## src/rtl/amba3_apb_slave_regs_pkg.sv

```systemverilog
// Shared types and limits for the APB3 completer register bank.
package amba3_apb_slave_regs_pkg;

    typedef enum logic [1:0] {
        APB_S_IDLE,
        APB_S_WAIT,
        APB_S_DONE
    } amba3_apb_slave_state_t;

    localparam int unsigned APB_MAX_WAIT = 15;
    localparam int unsigned APB_CNT_W    = 4;

endpackage

```

## src/rtl/amba3_apb_slave_regs.sv

```systemverilog
// APB3 completer: NUM_REGS x DATA_SIZE register bank with programmable wait states
// and PSLVERR on out-of-range word indices.
module amba3_apb_slave_regs
    import amba3_apb_slave_regs_pkg::*;
#(
    parameter int unsigned ADDR_SIZE   = 32,
    parameter int unsigned DATA_SIZE   = 32,
    parameter int unsigned NUM_REGS    = 16,
    parameter int unsigned WAIT_STATES = 0
) (
    input  logic                          pclk,
    input  logic                          preset,
    input  logic [ADDR_SIZE-1:0]          paddr,
    input  logic                          psel,
    input  logic                          penable,
    input  logic                          pwrite,
    input  logic [DATA_SIZE-1:0]          pwdata,
    output logic                          pready,
    output logic [DATA_SIZE-1:0]          prdata,
    output logic                          pslverr,
    output logic [NUM_REGS*DATA_SIZE-1:0] regs_o
);

    localparam int unsigned LSB      = $clog2(DATA_SIZE / 8);
    localparam int unsigned IDX_W    = ADDR_SIZE - LSB;
    localparam int unsigned CNT_LOAD = (WAIT_STATES == 0) ? 0 : WAIT_STATES - 1;

    if (WAIT_STATES > APB_MAX_WAIT) begin : g_err_wait
        $error("amba3_apb_slave_regs: WAIT_STATES exceeds APB_MAX_WAIT");
    end
    if (NUM_REGS < 1) begin : g_err_regs
        $error("amba3_apb_slave_regs: NUM_REGS must be at least 1");
    end

    amba3_apb_slave_state_t state_q, state_d;
    logic [APB_CNT_W-1:0]   cnt_q, cnt_d;
    logic [IDX_W-1:0]       idx_q, idx_d;
    logic                   write_q, write_d;
    logic [DATA_SIZE-1:0]   wdata_q, wdata_d;
    logic                   pready_q, pready_d;
    logic [DATA_SIZE-1:0]   prdata_q, prdata_d;
    logic                   pslverr_q, pslverr_d;
    logic [DATA_SIZE-1:0]   regs_q [NUM_REGS];

    logic                   setup_c;
    logic [IDX_W-1:0]       acc_idx_c;
    logic                   acc_write_c;
    logic                   acc_in_range_c;
    logic                   idx_in_range_c;
    logic [DATA_SIZE-1:0]   rd_data_c;
    logic                   wr_en_c;

    // Sub-word address bits carry no meaning for a word-wide register bank.
    if (LSB > 0) begin : g_addr_lsb
        logic unused_addr_lsb;
        assign unused_addr_lsb = ^paddr[LSB-1:0];
    end

    assign setup_c        = psel && !penable;
    // Entering DONE straight from IDLE must decode the live bus; otherwise use the latch.
    assign acc_idx_c      = (state_q == APB_S_IDLE) ? paddr[ADDR_SIZE-1:LSB] : idx_q;
    assign acc_write_c    = (state_q == APB_S_IDLE) ? pwrite : write_q;
    assign acc_in_range_c = acc_idx_c < IDX_W'(NUM_REGS);
    assign idx_in_range_c = idx_q < IDX_W'(NUM_REGS);

    always_comb begin
        rd_data_c = '0;
        for (int unsigned i = 0; i < NUM_REGS; i++) begin
            if (acc_idx_c == IDX_W'(i)) begin
                rd_data_c = regs_q[i];
            end
        end
    end

    // State register and latched transfer context.
    always_ff @(posedge pclk or posedge preset) begin
        if (preset) begin
            state_q   <= APB_S_IDLE;
            cnt_q     <= '0;
            idx_q     <= '0;
            write_q   <= 1'b0;
            wdata_q   <= '0;
            pready_q  <= 1'b0;
            prdata_q  <= '0;
            pslverr_q <= 1'b0;
        end else begin
            state_q   <= state_d;
            cnt_q     <= cnt_d;
            idx_q     <= idx_d;
            write_q   <= write_d;
            wdata_q   <= wdata_d;
            pready_q  <= pready_d;
            prdata_q  <= prdata_d;
            pslverr_q <= pslverr_d;
        end
    end

    // Next-state logic.
    always_comb begin
        state_d = state_q;
        unique case (state_q)
            APB_S_IDLE: begin
                if (setup_c) begin
                    state_d = (WAIT_STATES == 0) ? APB_S_DONE : APB_S_WAIT;
                end
            end
            APB_S_WAIT: begin
                if (!psel) begin
                    state_d = APB_S_IDLE;
                end else if (cnt_q == '0) begin
                    state_d = APB_S_DONE;
                end
            end
            APB_S_DONE: state_d = APB_S_IDLE;
            default:    state_d = APB_S_IDLE;
        endcase
    end

    // Output and datapath logic; response is registered on the edge entering DONE.
    always_comb begin
        cnt_d     = cnt_q;
        idx_d     = idx_q;
        write_d   = write_q;
        wdata_d   = wdata_q;
        pready_d  = 1'b0;
        prdata_d  = '0;
        pslverr_d = 1'b0;
        wr_en_c   = 1'b0;

        unique case (state_q)
            APB_S_IDLE: begin
                if (setup_c) begin
                    idx_d   = paddr[ADDR_SIZE-1:LSB];
                    write_d = pwrite;
                    wdata_d = pwdata;
                    cnt_d   = APB_CNT_W'(CNT_LOAD);
                end
            end
            APB_S_WAIT: begin
                if (psel && cnt_q != '0) begin
                    cnt_d = cnt_q - APB_CNT_W'(1);
                end
            end
            APB_S_DONE: begin
                wr_en_c = psel && penable && write_q && idx_in_range_c;
            end
            default: ;
        endcase

        if (state_d == APB_S_DONE && state_q != APB_S_DONE) begin
            pready_d  = 1'b1;
            pslverr_d = !acc_in_range_c;
            prdata_d  = (!acc_write_c && acc_in_range_c) ? rd_data_c : '0;
        end
    end

    // Register bank, written only on the completion edge.
    always_ff @(posedge pclk or posedge preset) begin
        if (preset) begin
            for (int unsigned i = 0; i < NUM_REGS; i++) begin
                regs_q[i] <= '0;
            end
        end else if (wr_en_c) begin
            for (int unsigned i = 0; i < NUM_REGS; i++) begin
                if (idx_q == IDX_W'(i)) begin
                    regs_q[i] <= wdata_q;
                end
            end
        end
    end

    for (genvar g = 0; g < NUM_REGS; g++) begin : g_regs_o
        assign regs_o[g*DATA_SIZE +: DATA_SIZE] = regs_q[g];
    end

    assign pready  = pready_q;
    assign prdata  = prdata_q;
    assign pslverr = pslverr_q;

endmodule

```

## config.mk

```make
export PLATFORM = sky130hd
export DESIGN_NAME = amba3_apb_slave_regs
export DESIGN_NICKNAME = d
export VERILOG_FILES = /design/src/rtl/amba3_apb_slave_regs_pkg.sv /design/src/rtl/amba3_apb_slave_regs.sv
export SDC_FILE = /design/constraint.sdc
export NUM_CORES = 1
export LEC_CHECK = 0
export CAP_MARGIN = 10
export CORE_AREA = 2 2 238 240
export CTS_CLUSTER_DIAMETER = 80
export DETAILED_ROUTE_END_ITERATION = 12
export DIE_AREA = 0 0 240 242
export GPL_ROUTABILITY_DRIVEN = 1
export PLACE_DENSITY = 0.77
export SYNTH_ARGS = -nofsm -noshare
export SYNTH_HDL_FRONTEND = slang
export SYNTH_SLANG_ARGS = --single-unit
```

## constraint.sdc

```tcl
create_clock -name pclk -period 32.8 [get_ports pclk]
set_clock_uncertainty 0.05 [all_clocks]
set_input_delay 6.56 -clock pclk [delete_from_list [all_inputs] [get_ports pclk]]
set_output_delay 6.56 -clock pclk [all_outputs]
set_load 0.03 [all_outputs]
```

* Yosys cells after proc, flatten, opt, wreduce, memory -nomap -nowiden
Cells that the tools add are included. W data, S select, Z words.
Storage, ports and cells: bits in registers 615, output and inout bits 546
Operators by class: add/sub/neg operators 1, order comparisons 2, eq/ne operators 36, muxes and demuxes 30, reduce and logical (&&, ||, !) cells 34
Operators by type and width (number):
- $mux W32 | 18
- $eq A30 B4 Y1 const B | 16
- $eq A30 B3 Y1 const B | 8
- $eq A30 B2 Y1 const B | 4
- $eq A30 B1 Y1 const B | 2
- $logic_not A30 Y1 | 2
- $lt A30 B5 Y1 const B | 2
- $reduce_and A2 Y1 | 17
- $mux W30 | 1
- $mux W4 | 2
- $pmux W4 S2 | 1
- $logic_and A1 B1 Y1 | 7
- $mux W2 | 3
- $ne A2 B2 Y1 const B | 3
- $eq A2 B2 Y1 const B | 2
- $logic_not A4 Y1 | 1
- $mux W1 | 4
- $pmux W2 S2 | 1
- $reduce_bool A4 Y1 | 1
- $sub A4 B1 Y4 const B | 1
- $logic_not A1 Y1 | 3
- $reduce_and A3 Y1 | 1
- $eq A2 B1 Y1 const B | 1
- $logic_not A2 Y1 | 1
- $reduce_bool A2 Y1 | 1

* Longest topological paths before layout
Gate-level depths: netlist (run 1).
depth after elaboration 21, depth in mapped cells 13, mapped depth without buffers 9

* Least setup slack after synthesis (run 1)
OpenSTA, ideal clock, no wires.
path type input -> register, from in paddr[6], to reg prdata_q[27] (netlist: prdata[27]), setup time 80 ps, data arrival time 8761 ps, required time 32670 ps, path slack 23909 ps, cell stages on the path 11, path buffers 2, path through or4_4 -> nor3_2 -> o21ai_2 -> or4_1 -> buf_4 -> nand2_8 -> buf_6 -> a21oi_1 -> nand3_1 -> a21oi_1 -> nor3_2
Between the ends: word-level cells in the longest chain between the ends 20, elaborated cells on any way between the ends 37
RTL lines:
- from (decl) | line amba3_apb_slave_regs.sv:13 | input logic [ADDR_SIZE-1:0] paddr,
- $mux W30 * | line amba3_apb_slave_regs.sv:61 | assign acc_idx_c = (state_q == APB_S_IDLE) ? paddr[ADDR_SIZE-1:LSB] : idx_q;
- $logic_not A30 Y1 | line amba3_apb_slave_regs.sv:69 | if (acc_idx_c == IDX_W'(i)) begin
- $mux W32 (16 in series) | line amba3_apb_slave_regs.sv:69
- $mux W32 * | line amba3_apb_slave_regs.sv:153 | prdata_d = (!acc_write_c && acc_in_range_c) ? rd_data_c : '0;
- $mux W32 * | line amba3_apb_slave_regs.sv:150 | if (state_d == APB_S_DONE && state_q != APB_S_DONE) begin
- net prdata_d[27] | line amba3_apb_slave_regs.sv:41 | logic [DATA_SIZE-1:0] prdata_q, prdata_d;
- to (signal assigned) | line amba3_apb_slave_regs.sv:93 | prdata_q <= prdata_d;
- to (decl) | line amba3_apb_slave_regs.sv:41
Mark *: on every way through the listed nets, which the timed path passes. The rest lies on a longest branch. A chain may end at the register's enable or synchronous reset.

* Worst setup path in the final report (run 1)
from in paddr[6], to reg prdata_q[1] (netlist: prdata[1])
The elaborated chain is that of the path after synthesis.

==> results of run 1 <==
stage by stage:
stage | total power (W) | util [%] | hold WS, ns
6_report | 0.001656 | 64.92 | 0.4623
5_1_grt | 0.001701 | 64.92 | 0.4720
4_1_cts | 0.001658 | 64.89 | 0.4615
3_5_place_dp | 0.0008868 | 60.83 | 0.4465
3_3_place_gp | 0.0008819 | 60.83 | 0.4372
2_1_floorplan | 0.0008507 | - | 0.4311
flip-flops by register name (all words and copies together) (netlist names):
name	count
regs_o	512
cnt_q	4
pready	1
prdata	32
state_q	2
idx_q	30
write_q	1
wdata_q	32
pslverr	1
layout by cell type (no fill, tap or decap), drive strengths merged, types with 10 or more instances in the layout:
cell	Yosys	layout
nand3	29	29
o21ai	43	43
a222oi	26	26
nor2	72	72
a21oi	65	65
nor3	20	20
mux2i	12	12
nand4	10	10
a211oi	12	12
buf	72	61
inv	8	12
clkbuf	76	102
a22oi	71	71
a221oi	22	22
dfrtp	615	615
nand2	62	62
clkdlybuf4s50	0	612
nor4	27	27
o221ai	33	33
o22ai	40	40
mux2	573	573
synth_stat cells, types with 10 or more instances:
| cell type | number |
|---|---|
| nand3_1 | 29 |
| o22ai_1 | 40 |
| o21ai_0 | 37 |
| o221ai_1 | 33 |
| a22oi_1 | 71 |
| nand4_1 | 10 |
| buf_1 | 21 |
| mux2_2 | 570 |
| nor4_1 | 21 |
| nor2_1 | 69 |
| clkbuf_1 | 76 |
| dfrtp_1 | 615 |
| a221oi_1 | 21 |
| buf_2 | 47 |
| nand2_1 | 60 |
| a211oi_1 | 12 |
| a222oi_1 | 26 |
| nor3_1 | 10 |
| mux2i_1 | 12 |
| a21oi_1 | 64 |
area by class of cell:
type | count | area (sq um)
Fill cell | 4189 | 19550
Sequential cell | 615 | 15390
Multi-Input combinational cell | 1219 | 10940
Timing Repair Buffer | 673 | 6600
Clock buffer | 102 | 2042
Tap cell | 756 | 945.9
Clock inverter | 18 | 219.0
Inverter | 8 | 37.54
Antenna cell | 2 | 5.005
how the worst max path moves through the flow:
stage	to	depth (start not counted)	from	slack [ns]
after detailed placement	prdata[1]	12	paddr[6]	21.75
after CTS	prdata[1]	12	paddr[6]	22.37
final	prdata[1]	12	paddr[6]	22.26
after floorplan	cnt_q[0]	1	preset	8.97
after global placement	prdata[1]	12	paddr[6]	21.84
after global routing	regs_o[331]	5	preset	22.22
power by group through the flow:
stage               clock network (W)   logic, W  registers, W
finish                       0.000781  0.0000613      0.000814
global route                 0.000818  0.0000667      0.000816
CTS                          0.000784  0.0000617      0.000812
detailed placement                  0  0.0000613      0.000826
global placement                    0  0.0000592      0.000823
floorplan                           0  0.0000516      0.000799
metal layers:
| metal | wire length (um) | share of wire (%) | track usage (%) | vias to the layer above |
|---|---|---|---|---|
| met5 | 13 | 0.011 | 0 | - |
| met4 | 7248 | 6.1 | 22.27 | 2 |
| met3 | 14430 | 12 | 14.36 | 401 |
| met2 | 54110 | 46 | 62.74 | 1573 |
| met1 | 43000 | 36 | 50.36 | 11490 |
| li1 | - | - | - | 8752 |
critical path: cells and delay by family:
family / cells / cell delay [ns]
buffers and inverters: 3 / 1.36
AOI/OAI and AO/OA: 3 / 0.32
and+or+nand+nor: 6 / 2.70
logic make-up (layout without fill, tap and decap cells):
group                      Yosys count  count (layout)  share of synthesized area, %
AOI/OAI and AO/OA                  382             382                         10.40
xor gates and xnor gates             2               2                       0.06541
adders and majority gates            2               2                       0.09342
buffers and inverters              156             801                         2.476
DFF                                615             615                         57.46
muxes                              585             585                         24.54
other                                0               2                             0
and+or+nand+nor                    248             248                         4.961
==> qor.yml, run 1 <==
yosysTopAreaCell: "dfrtp_1"
fin_ws_ns: 22.26
vdd.ir_drop.worst_mv: 0.03997
yosys_warnings: 0
hpwl_mm: 77.10
crit_fanout: 17
rows: 87
fin_area_sq_um: 36180
synth_ff_type: "dfrtp_1"
hold_end: "idx_q[28]"
max_stage_delay_ns: 0.94
crit_arrival_ns: 10.98
tightest_slew_ns: 1.230
power_frac_comb_pct: 3.7
cts_max_level: 3
clock_sinks: 615
synth_top_area_share_pct: 57.46
period_share_pct: 32.14
synth_area_sq_um: 26780
crit_path_start_kind: "input pin"
drtAntennaViolNets: 0
io_buffers: 612
vias: 22220
clockBufferDepth: 3
grt_pass1_wl_mm: 168.7
rr_startpoint: "state_q[1]"
grt_setup_unrepaired: "no"
die_w_um: 240
synth_edf_count: 0
antenna_found_initial: 3
swShare_pct: 23.91
track_usage_pct: 40.83
ys_seq_elements: 615
place_area_sq_um: 33900
dp_slack_ns: 21.75
drv_cap: 0
grt_pass1_vias: 23040
switchingPower_w: 0.0003960
cts_root_buffer: "clkbuf_16"
power.clock.fraction_pct: 47.1
drive_above_1_share_pct: 30.32
area_growth_syn_to_layout_pct: 35.08
synth_seq_area_share_pct: 57.46
drc: 0
ios: 615
maxSlewViolCount: 0
async_flop_share_pct: 100.0
finalSetupTns_ns: 0
drt_pass1_iterations: 8
synthCells: 1990
hold_violations: 0
seq_power_share_pct: 49.2
gr-total-overflow: 0
critPathCaptureType: "register"
drt_iter0_drc: 2217
instances_no_fill: 3393
initial_core_util_pct: 48.06
fmax_mhz: 94.86
criticalPathCategory: "in2reg"
min_from: "idx_q[28]"
hold_buffers: 0
vias_per_cell: 6.548
p_int_w: 0.001260
reg2reg_depth: 9
maxSlewHeadroom_pct: 17.72
die_y_um: 242
cp_slowest_cell: "nand4_1"
r2r-end: "prdata[20]"
hp-class: "reg2reg"
cts_buffers: 68
drt_wl_total_mm: 118.8
rrSetupSlack_ns: 27.91
setup_viol: 0
clock_latency_ns: 0.61
core_area_sq_um: 55730
nNetsFinal: 2656
synth_nets: 2061
clk_pin_slew_ns: 0.06
place_congestion: 0.9297
fin_crit_ns: 10.54
die_area_sq_um: 58080
whs_path_depth: 1
syn_avg_cell_area_sq_um: 13.46
ys_types: 71
worstPathRequired_ns: 33.24
cts_setup_buffers: 0
power.density_nw_per_um2: 45.77
detail_route.wl_per_cell_um: 35.01
cts.repair.resized: 0
grt_max_degree: 190
p_leak_nw: 16.32
synth.area.top_cells: "dfrtp_1 57%, mux2_2 24%, a22oi_1 2.0%, a21oi_1 1.2%, o221ai_1 1.1%"
cp_cell_sequence: "clkdlybuf4s50_1, or4_4, or3_1, a21oi_2, buf_4, nand4_1, buf_4, nand2_8, a21oi_1, nand3_1, a21oi_1, nor3_1"
status: "completed"
placed_cells: 3270
cts_tree: "built"
No activity file was read; power rests on OpenSTA's default activity.
==> run 2, diff against run 1 <==
Settings changed: CORE_AREA 2 2 238 240 to 2 2 240 242, DIE_AREA 0 0 240 242 to 0 0 242 244, PLACE_DENSITY 0.77 to 0.76.
Clock period 32.8 ns to 10 ns, I/O delays scaled along.
==> run 2 against run 1 <==
  * Clock power rose to 3.3 times the previous value
  * Register-to-register slack worse by 23 ns
  * Non-clock buffer count up 1
  * Critical endpoint is now prdata[19]
  * Highest routed layer unchanged
==> qor.yml, run 2 (same netlist as run 1, synthesis figures left out) <==
area_growth_syn_to_layout_pct: 35.01
fin_hold_ws_ns: 0.4612
initial_core_util_pct: 47.68
grt_pass1_vias: 22850
clk_pin_slew_ns: 0.06
cp-startpoint: "paddr[7]"
track_usage_pct: 39.69
antenna_found_initial: 2
worstPathRequired_ns: 10.42
crit_arrival_ns: 6.44
hold_buffers: 0
io_buffers: 612
drive_above_1_share_pct: 30.11
vdd.ir_drop.worst_mv: 0.1326
hold_violations: 0
crit_path_end: "prdata[19]"
critPathCaptureType: "register"
status: "completed"
ff_latch_area_sq_um: 15390
fillCellCount: 4245
die_w_um: 242
drt_wl_total_mm: 119.0
crit_path_start_kind: "input pin"
p_leak_nw: 16.28
r2r-end: "prdata[21]"
vias: 22240
clock_sinks: 615
detail_route.wl_per_cell_um: 35.14
place_area_sq_um: 33930
drt_iter0_drc: 2396
hpwl_mm: 78.18
cts_setup_buffers: 0
reg2reg_depth: 10
rr_startpoint: "state_q[1]"
power.density_nw_per_um2: 149.6
cts_buffers: 67
place_congestion: 0.9820
maxSlewHeadroom_pct: 14.13
cts_max_level: 3
drt_pass1_iterations: 6
largest_reg_flops: 512
die_area_sq_um: 59050
ios: 615
die_y_um: 244
criticalPathCategory: "in2reg"
multi_input_area_sq_um: 10940
period_share_pct: 60.19
rows: 87
setup_viol: 0
tightest_slew_ns: 1.284
crit_fanout: 8
grt_pass1_wl_mm: 167.6
layout_common_cells: "615 x dfrtp_1, 612 x clkdlybuf4s50_1, 570 x mux2_2, 71 x a22oi_1, 67 x clkbuf_16"
cts_root_buffer: "clkbuf_16"
clockBufferDepth: 3
core_area_sq_um: 56170
clock_latency_ns: 0.63
vias_per_cell: 6.566
drc: 0
drv_cap: 0
gr-total-overflow: 0
grt_setup_unrepaired: "no"
grt_max_degree: 173
maxSlewViolCount: 0
rrSetupSlack_ns: 5.08
hp-class: "reg2reg"
drtAntennaViolNets: 0
fin_crit_ns: 6.019
final_common_cell: "dfrtp_1"
cts_tree: "built"
nNetsFinal: 2656
fmax_mhz: 166.1
fin_area_sq_um: 36160
cts.repair.resized: 0
## run 2: worst min path at each step
stage | cells after the start | end | from
5_1_grt | 1 | idx_q[20] | idx_q[20]
2_1_floorplan | 1 | idx_q[12] | idx_q[12]
4_1_cts | 1 | idx_q[14] | idx_q[14]
3_3_place_gp | 1 | regs_o[19] | regs_o[19]
6_report | 1 | idx_q[20] | idx_q[20]
3_5_place_dp | 1 | idx_q[14] | idx_q[14]
## run 2: layer usage
layer	global-route usage [%]	share of wire, %	wire length, um
met1	49.08	36	42860
met5	0	0.011	13
met4	21.93	6.0	7154
met2	61.71	46	54550
met3	13.10	12	14430
## run 2: power breakdown
part | total [W] | switching (W) | internal [W]
clock | 0.00254 | 0.00105 | 0.00148
sequential | 0.00267 | 0.000138 | 0.00253
combinational | 0.000203 | 0.000119 | 0.0000841
total | 0.00541 | 0.00131 | 0.00410
## run 2: worst max-delay path, cell delays in order
cell and delay, ns:
clkdlybuf4s50_1 0.45, or4_4 0.58, nor3_2 0.28, nor2_1 0.09
buf_4 0.21, nor2_1 0.89, nand2_1 0.68, buf_4 0.42
o22ai_1 0.17, nor4_1 0.12, a21oi_1 0.36, o22ai_1 0.18
## run 2: area by class of cell
cell class                      count  share of cell area [%]
Clock inverter                     20                  0.9308
Tap cell                          756                   2.616
Clock buffer                       94                   5.194
Timing Repair Buffer              674                   18.34
Antenna cell                        1                0.006920
Multi-Input combinational cell   1219                   30.26
Inverter                            8                 0.09343
Sequential cell                   615                   42.56
## run 2: metrics by stage
step                std cells  setup TNS, ns  utilization, %  power (W)  setup WS, ns
floorplan                1990        -272.47               -   0.002791       -0.4430
global placement         3271              0           60.41   0.002897         3.531
detailed placement       3271              0           60.41   0.002910         3.499
CTS                      3385              0           64.35   0.005413         4.110
global route             3386              0           64.37   0.005549         3.878
finish                   3387              0           64.38   0.005409         3.981
==> run 3, diff against run 2 <==
Settings changed: CORE_AREA 2 2 240 242 to unset, CORE_MARGIN set to 2, CORE_UTILIZATION set to 46, DIE_AREA 0 0 242 244 to unset, PLACE_DENSITY 0.76 to 0.77.
Clock period 10 ns to 5.1 ns, I/O delays scaled along.
==> run 3 against run 2 <==
  * Flip-flop and latch count stayed put
  * Utilization fell by 0.59 points
  * Sequential share of layout area is 0.66 points lower
  * Die area rose by 1.9%
  * Critical path depth decreased by 1
  * Wire length decreased by 1.0%
  * Design area rose by 1.6%
  * Cell count grew 1.9%
  * Critical endpoint is now prdata[11]
  * Largest cell class unchanged
  * Largest power group unchanged
==> qor.yml, run 3 (same netlist as run 1, synthesis figures left out) <==
p_int_w: 0.008079
rrSetupSlack_ns: 0.90
layout_common_cells: "615 x dfrtp_1, 612 x clkdlybuf4s50_1, 570 x mux2_2, 93 x buf_4, 71 x a22oi_1"
totalPowerFinal_w: 0.01063
hold_violations: 0
die_area_sq_um: 60170
cts_buffers: 67
critPathCaptureType: "register"
power.clock.fraction_pct: 46.9
drt_pass1_iterations: 6
fin_ws_ns: 0.8952
hold_end: "idx_q[25]"
detail_route.wl_per_cell_um: 34.12
io_buffers: 612
dp_slack_ns: 0.4901
rows: 88
worstPathRequired_ns: 5.52
criticalPathCategory: "reg2reg"
whs_path_depth: 1
core_area_sq_um: 57590
cts_setup_buffers: 0
ios: 615
vias_per_cell: 6.507
reg2reg_depth: 11
gr-total-overflow: 0
crit_path_start_kind: "register"
maxSlewHeadroom_pct: 22.22
track_usage_pct: 38.66
drt_iter0_drc: 2344
clockBufferDepth: 3
setup_viol: 0
power.density_nw_per_um2: 289.5
grt_pass1_vias: 22790
rr_startpoint: "state_q[1]"
largest_reg_flops: 512
switchingPower_w: 0.002554
hold_buffers: 0
die_w_um: 245.3
swShare_pct: 24.02
cts.repair.resized: 0
grt_setup_unrepaired: "no"
drtAntennaViolNets: 0
final_common_cell: "dfrtp_1"
maxSlewViolCount: 0
drive_above_1_share_pct: 31.56
fmax_mhz: 237.8
cts_tree: "built"
status: "completed"
seq_power_share_pct: 49.3
period_share_pct: 82.45
min_from: "idx_q[25]"
power_frac_comb_pct: 3.8
p_leak_nw: 16.60
initial_core_util_pct: 46.51
cts_max_level: 3
area_growth_syn_to_layout_pct: 37.13
drt_wl_total_mm: 117.8
clock_sinks: 615
crit_arrival_ns: 4.63
antenna_found_initial: 3
clock_latency_ns: 0.61
r2r-end: "prdata[11]"
vias: 22460
tightest_slew_ns: 1.167
drv_cap: 0
drc: 0
place_congestion: 0.9127
clk_pin_slew_ns: 0.06
hpwl_mm: 80.68
hp-class: "reg2reg"
crit_fanout: 18
grt_max_degree: 129
die_y_um: 245.3
cts_root_buffer: "clkbuf_16"
vdd.ir_drop.worst_mv: 0.2981
grt_pass1_wl_mm: 165.5
fin_crit_ns: 4.205
nNetsFinal: 2702
[run 3: cell count changes in the layout (fill, tap and decap cells not counted), sizes merged]
cell,delta
clkbuf,+9
diode,+2
clkinv,+5
buf,+46
inv,-2
clkinvlp,-1
bufinv,-3
[run 3: power by group through the flow]
stage	sequential (W)	combinational (W)	clock [W]
floorplan	0.00514	0.000332	0
global placement	0.00530	0.000394	0
detailed placement	0.00531	0.000408	0
CTS	0.00523	0.000410	0.00500
global route	0.00525	0.000441	0.00522
finish	0.00524	0.000407	0.00498
[run 3: how the worst max path moves through the flow]
stage | cells after the start | from | end
floorplan | 1 | preset | cnt_q[0]
global placement | 12 | paddr[28] | prdata[24]
detailed placement | 12 | paddr[28] | prdata[24]
CTS | 11 | state_q[1] | prdata[11]
global route | 11 | state_q[1] | prdata[11]
finish | 11 | state_q[1] | prdata[11]
[run 3: critical path: stages (launching register included)]
cell	delay (ns)
dfrtp_1	0.44
or2_1	0.57
a21oi_1	0.40
a21o_1	0.62
nor3_4	0.10
buf_4	0.24
nand2_2	0.31
buf_4	0.42
o221ai_1	0.19
a31oi_1	0.24
nor2_1	0.09
nor4_1	0.37
[run 3: area by class of cell]
cell class / count / area [sq um]
antenna: 3 / 7.507
clock buffer: 103 / 2046
clock inverter: 19 / 230.2
fill: 4316 / 20860
inverter: 8 / 33.78
multi-input combinational: 1219 / 10940
sequential: 615 / 15390
tap: 765 / 957.2
timing repair buffer: 720 / 7124
[run 3: routing by layer]
metal  GRT usage [%]  routed length [um]
met1           49.11               43890
met2           59.05               53010
met3           11.88               13480
met4           21.41                7411
met5               0                   0
[run 3: metrics by stage]
step	hold slack [ns]	setup TNS [ns]	cells	util [%]	cell area (sq um)
finish	0.4588	0	3452	63.78	36730
global route	0.4642	0	3450	63.77	36720
CTS	0.4593	0	3449	63.77	36720
detailed placement	0.4469	0	3327	59.82	34450
global placement	0.4383	0	3327	59.82	34450
floorplan	0.4311	-2683.27	1990	-	26790
